[src/rtl/seg_scan_pkg.sv]
// Shared constants for the seven-segment scanner: glyph table, blank codes and
// counter-width helper.
package seg_scan_pkg;

   localparam logic [7:0] SEG_OFF = 8'hFF;
   localparam logic [3:0] AN_OFF  = 4'b1111;

   // Active-low {g,f,e,d,c,b,a} glyphs for hex digits 0-F
   localparam logic [6:0] HEX7 [16] = '{
      7'h40, 7'h79, 7'h24, 7'h30,
      7'h19, 7'h12, 7'h02, 7'h78,
      7'h00, 7'h10, 7'h08, 7'h03,
      7'h46, 7'h21, 7'h06, 7'h0E
   };

   function automatic int cnt_width(input int n);
      return (n > 1) ? $clog2(n) : 1;
   endfunction

endpackage

[src/rtl/seg_hex_decode.sv]
// Combinational hex nibble to active-low seven-segment glyph.
module seg_hex_decode
   import seg_scan_pkg::*;
(
   input  logic [3:0] nibble,
   output logic [6:0] glyph
);

   assign glyph = HEX7[nibble];

endmodule

[src/rtl/seg_scan.sv]
// Four-digit multiplexed seven-segment scanner with ghost guard, frame-aligned
// shadow registers, leading-zero suppression and blink mode.
module seg_scan
   import seg_scan_pkg::*;
#(
   parameter int SCAN_DIV  = 50_000,
   parameter int GUARD     = 16,
   parameter int BLINK_DIV = 25_000_000
) (
   input  logic        clk,
   input  logic        rstn,
   input  logic [15:0] data,
   input  logic [3:0]  dp,
   input  logic        mode,
   input  logic        lz_en,
   output logic [7:0]  seg,
   output logic [3:0]  an,
   output logic        digit_tick
);

   localparam int SW = cnt_width(SCAN_DIV);
   localparam int BW = cnt_width(BLINK_DIV);

   localparam logic [SW-1:0] SLOT_LAST  = SW'(SCAN_DIV - 1);
   localparam logic [SW-1:0] GUARD_END  = SW'(GUARD);
   localparam logic [BW-1:0] BLINK_LAST = BW'(BLINK_DIV - 1);

   logic [SW-1:0] slot_cnt;
   logic [1:0]    idx;
   logic [BW-1:0] blink_cnt;
   logic          phase;
   logic [15:0]   data_s;
   logic [3:0]    dp_s;

   logic          slot_wrap;
   logic          frame_wrap;
   logic [3:0]    nibble;
   logic [6:0]    glyph;
   logic          upper_zero;
   logic          dark;

   assign slot_wrap  = (slot_cnt == SLOT_LAST);
   assign frame_wrap = slot_wrap && (idx == 2'd3);
   assign digit_tick = slot_wrap;
   assign nibble     = data_s[{idx, 2'b00} +: 4];

   seg_hex_decode u_decode (
      .nibble (nibble),
      .glyph  (glyph)
   );

   // A digit is suppressed when it and every digit to its left are zero
   always_comb begin
      upper_zero = 1'b0;
      case (idx)
         2'd1:    upper_zero = (data_s[15:4]  == 12'h000);
         2'd2:    upper_zero = (data_s[15:8]  == 8'h00);
         2'd3:    upper_zero = (data_s[15:12] == 4'h0);
         default: upper_zero = 1'b0;
      endcase
   end

   assign dark = (slot_cnt < GUARD_END) || (!mode && phase) || (lz_en && upper_zero);

   always_ff @(posedge clk or negedge rstn) begin
      if (!rstn) begin
         slot_cnt <= '0;
         idx      <= 2'd0;
      end else if (slot_wrap) begin
         slot_cnt <= '0;
         idx      <= idx + 2'd1;
      end else begin
         slot_cnt <= slot_cnt + 1'b1;
      end
   end

   // Inputs are captured once per frame so a frame never shows mixed data
   always_ff @(posedge clk or negedge rstn) begin
      if (!rstn) begin
         data_s <= 16'h0000;
         dp_s   <= 4'h0;
      end else if (frame_wrap) begin
         data_s <= data;
         dp_s   <= dp;
      end
   end

   // Steady mode parks the blink timer so a switch to blink starts lit
   always_ff @(posedge clk or negedge rstn) begin
      if (!rstn) begin
         blink_cnt <= '0;
         phase     <= 1'b0;
      end else if (mode) begin
         blink_cnt <= '0;
         phase     <= 1'b0;
      end else if (blink_cnt == BLINK_LAST) begin
         blink_cnt <= '0;
         phase     <= ~phase;
      end else begin
         blink_cnt <= blink_cnt + 1'b1;
      end
   end

   always_ff @(posedge clk or negedge rstn) begin
      if (!rstn) begin
         an  <= AN_OFF;
         seg <= SEG_OFF;
      end else if (dark) begin
         an  <= AN_OFF;
         seg <= SEG_OFF;
      end else begin
         an  <= ~(4'b0001 << idx);
         seg <= {~dp_s[idx], glyph};
      end
   end

endmodule

[config.mk]
export PLATFORM = sky130hd
export DESIGN_NAME = seg_scan
export DESIGN_NICKNAME = d
export VERILOG_FILES = /design/src/rtl/seg_scan_pkg.sv /design/src/rtl/seg_hex_decode.sv /design/src/rtl/seg_scan.sv
export SDC_FILE = /design/constraint.sdc
export NUM_CORES = 1
export LEC_CHECK = 0
export ABC_AREA = 1
export CAP_MARGIN = 20
export CORE_UTILIZATION = 58
export DETAILED_ROUTE_END_ITERATION = 6
export PLACE_DENSITY = 0.86
export SYNTH_ARGS = -nofsm -noshare
export SYNTH_HDL_FRONTEND = slang
export SYNTH_SLANG_ARGS = --single-unit
[constraint.sdc]
create_clock -name clk -period 2.25 [get_ports clk]
set_input_delay 0.675 -clock clk [delete_from_list [all_inputs] [get_ports clk]]
set_output_delay 0.675 -clock clk [all_outputs]
set_load 0.01 [all_outputs]
==> flow_metrics.tcl <==
set metrics [dict create \
    place.gp.congestion 0.9535 \
    synth_compound_area_share_pct 5.378 \
    final_common_cell "nand2_1" \
    syn_inst 577 \
    syn-num-nets 614 \
    wl_per_cell_um 12.78 \
    grt_pass1_vias 3675 \
    num_rows 31 \
    ys_async_sr_fraction_pct 100.0 \
    critPathKind "reg -> out" \
    critical_path.most_common_cell "nand3_1" \
    synth_top_family_by_area "simple AND/OR/NAND/NOR gates" \
    clock_skew_ns 0.01107 \
    drcViolationCount 0 \
    drive_gt1_share_pct 12.52 \
    yosysSeqAreaShare_pct 44.53 \
    yosysWarnings 0 \
    tightestPinTransition_ns 0.4812 \
    clock_latency_ns 0.35 \
    synth-seq-cells 76 \
    clockRootBuffer "clkbuf_8" \
    fin_crit_sh_pct 94.32 \
    cts_buffer_depth 2 \
    dpl-instance-area_mm2 0.004866 \
    p_per_area_mw_per_mm2 473.3 \
    dp_cells 721 \
    h-tree-depth 3 \
    synth_edf_count 0 \
    ys.flop_type "dfrtp_1" \
    synth_adder_area_share_pct 3.779 \
    finalHoldViolCount 0 \
    synthDistinctLibCells 35 \
    path_clk_slew_ns 0.08 \
    slew_viol_final 0 \
    arrival_ns 1.45 \
    io_buffers 36 \
    cts_tree "yes" \
    avgSynthCellArea_um2 7.459 \
    final_nets 671 \
    synth_top_area_share_pct 37.21 \
    finalNonFillerCells 738 \
    timing.rr.start "idx[1]$_DFFE_PN0P_" \
    fin_setup_tns_ns 0 \
    status "finished clean" \
    cpMaxStageDelayCell "dfrtp_1" \
    die-area_mm2 0.007770 \
    p_leak_uw 0.002339 \
    vias 3847 \
    cp-start-kind "register" \
    synth_mux_area_share_pct 0 \
    grt_max_degree 38 \
    synth_area_mm2 0.004304 \
    crit_required_ns 1.57 \
    cts_buffers 9 \
    initial_core_util_pct 59.66 \
    antenna_found_initial 0 \
    critPathMaxStageDelay_ns 0.35 \
    vdd_drop_max_mv 0.3580 \
    die_h_um 88.15 \
    timing.fmax_mhz 471.2 \
    grt_usage_pct 27.07 \
    die_w_um 88.15 \
    post-dp-hpwl_mm 6.847 \
    worst-path-buf-inv 3 \
    clock-sinks 76 \
    globalRouteOverflowTotal 0 \
    yosys.area.top_type "dfrtp_1" \
    grt_first_pass_wirelength_mm 16.39 \
    totalWireLength_mm 9.428 \
    total_power_uw 2389 \
    hold_class "in -> async" \
    antenna_left 0 \
    core_area_mm2 0.007214 \
    drv_cap 0 \
    setup.worst_path.start "slot_cnt[0]$_DFF_PN0_" \
    endpoint_kind "output port" \
    dr.pass1.iters 5 \
    post-route-min-period_ns 2.122 \
    mostFrequentLayoutCells "175 x nand2_1, 95 x nor2_1, 64 x dfrtp_1" \
    final_area_mm2 0.005047 \
    synth_area_leaders "dfrtp_1 37%, nand2_1 15%, nor2_1 8.4%" \
    setup_viol 0 \
    path_delay_family "flip-flops" \
    crit_fanout 3 \
    diodes 0 \
    max_slew_margin_pct 67.92 \
    synth-simple-area-share_pct 36.16 \
    area_delta_synth_final_pct 17.27 \
    rsz0062_at_grt "false" \
    drt-initial-drc-count 312 \
    ios 37 \
    vias_per_cell 5.213 \
    synth_xor_area_share_pct 3.256 \
    path_cells "ha_2 -> nand3_1 -> inv_2 -> nand3_1 -> inv_1 -> clkbuf_2" \
]
-- flip-flops by register name, indices dropped and copies added, names as in the netlist --
signal and count:
data_s 16, phase 1, slot_cnt 16, an 4, idx 2, blink_cnt 25
dp_s 4, seg 8
-- logic make-up (layout without fill, tap and decap cells) --
logic type / after synthesis / in the layout
simple gates: 357 / 357
flops: 76 / 76
buf+inv: 70 / 132
compound gates: 45 / 45
xor+xnor: 16 / 16
fa+ha+maj: 13 / 13
-- Yosys cell counts (all sizes together), types with 3 or more instances --
cell / number
nand2: 184
nor2: 104
dfrtp: 64
inv: 61
nand3: 39
o21ai: 32
nor3: 15
ha: 13
xor2: 13
dfstp: 12
a21oi: 10
nand4: 10
buf: 7
xnor2: 3
-- cell type report --
| class | instances | area (um^2) |
|---|---|---|
| clock buffers | 11 | 141.4 |
| clock inverters | 5 | 27.53 |
| fillers | 606 | 2167 |
| inverters | 61 | 229.0 |
| multi-input cells | 431 | 2101 |
| flip-flops and latches | 76 | 1917 |
| well taps | 99 | 123.9 |
| repair buffers | 55 | 508.0 |
-- metal layers --
metal  share of wire, %  GRT usage (%)  vias to the layer above
met1                 44          37.08                     1768
met3                6.1          4.053                       13
met4                1.2          7.625                        0
met5                  0              0                        -
li1                   -              -                     1925
met2                 49          44.96                      141
-- what timing repair did --
item                                    CTS  global route
pin swaps                                 1             1
endpoints found under the setup margin    1             1
hold buffers                              0             0
buffers inserted                          1             0
resized for setup                         4             3
-- final timing paths --
check,endpoint,slack (ns),depth (start not counted)
setup / recovery,digit_tick,0.13,6
hold / removal,blink_cnt[10]$_DFF_PN0_,0.27,1
setup reg to reg,seg[0]$_DFF_PN1_,0.29,10
hold reg to reg,blink_cnt[0]$_DFF_PN0_,0.50,1
max in group asynchronous,dp_s[0]$_DFFE_PN0P_,1.35,2
min in group clk,blink_cnt[0]$_DFF_PN0_,0.50,1
-- per-stage QoR --
step / hold slack, ns / setup slack, ns / utilization [%]
floorplan: 0.3794 / 0.5424 / -
global placement: 0.4866 / 0.07325 / 67.45
detailed placement: 0.4948 / 0.04150 / 67.45
CTS: 0.3039 / 0.008061 / 70.01
global route: 0.3180 / 0.04176 / 69.96
finish: 0.2742 / 0.1278 / 69.96
-- power breakdown --
part           total, uW  internal (uW)  switching (uW)
Combinational       94.1           46.5            47.6
Sequential          1370           1370            4.10
Clock                921            423             497
Total               2390           1840             549
Note: power is estimated with default switching activity, not from simulation.
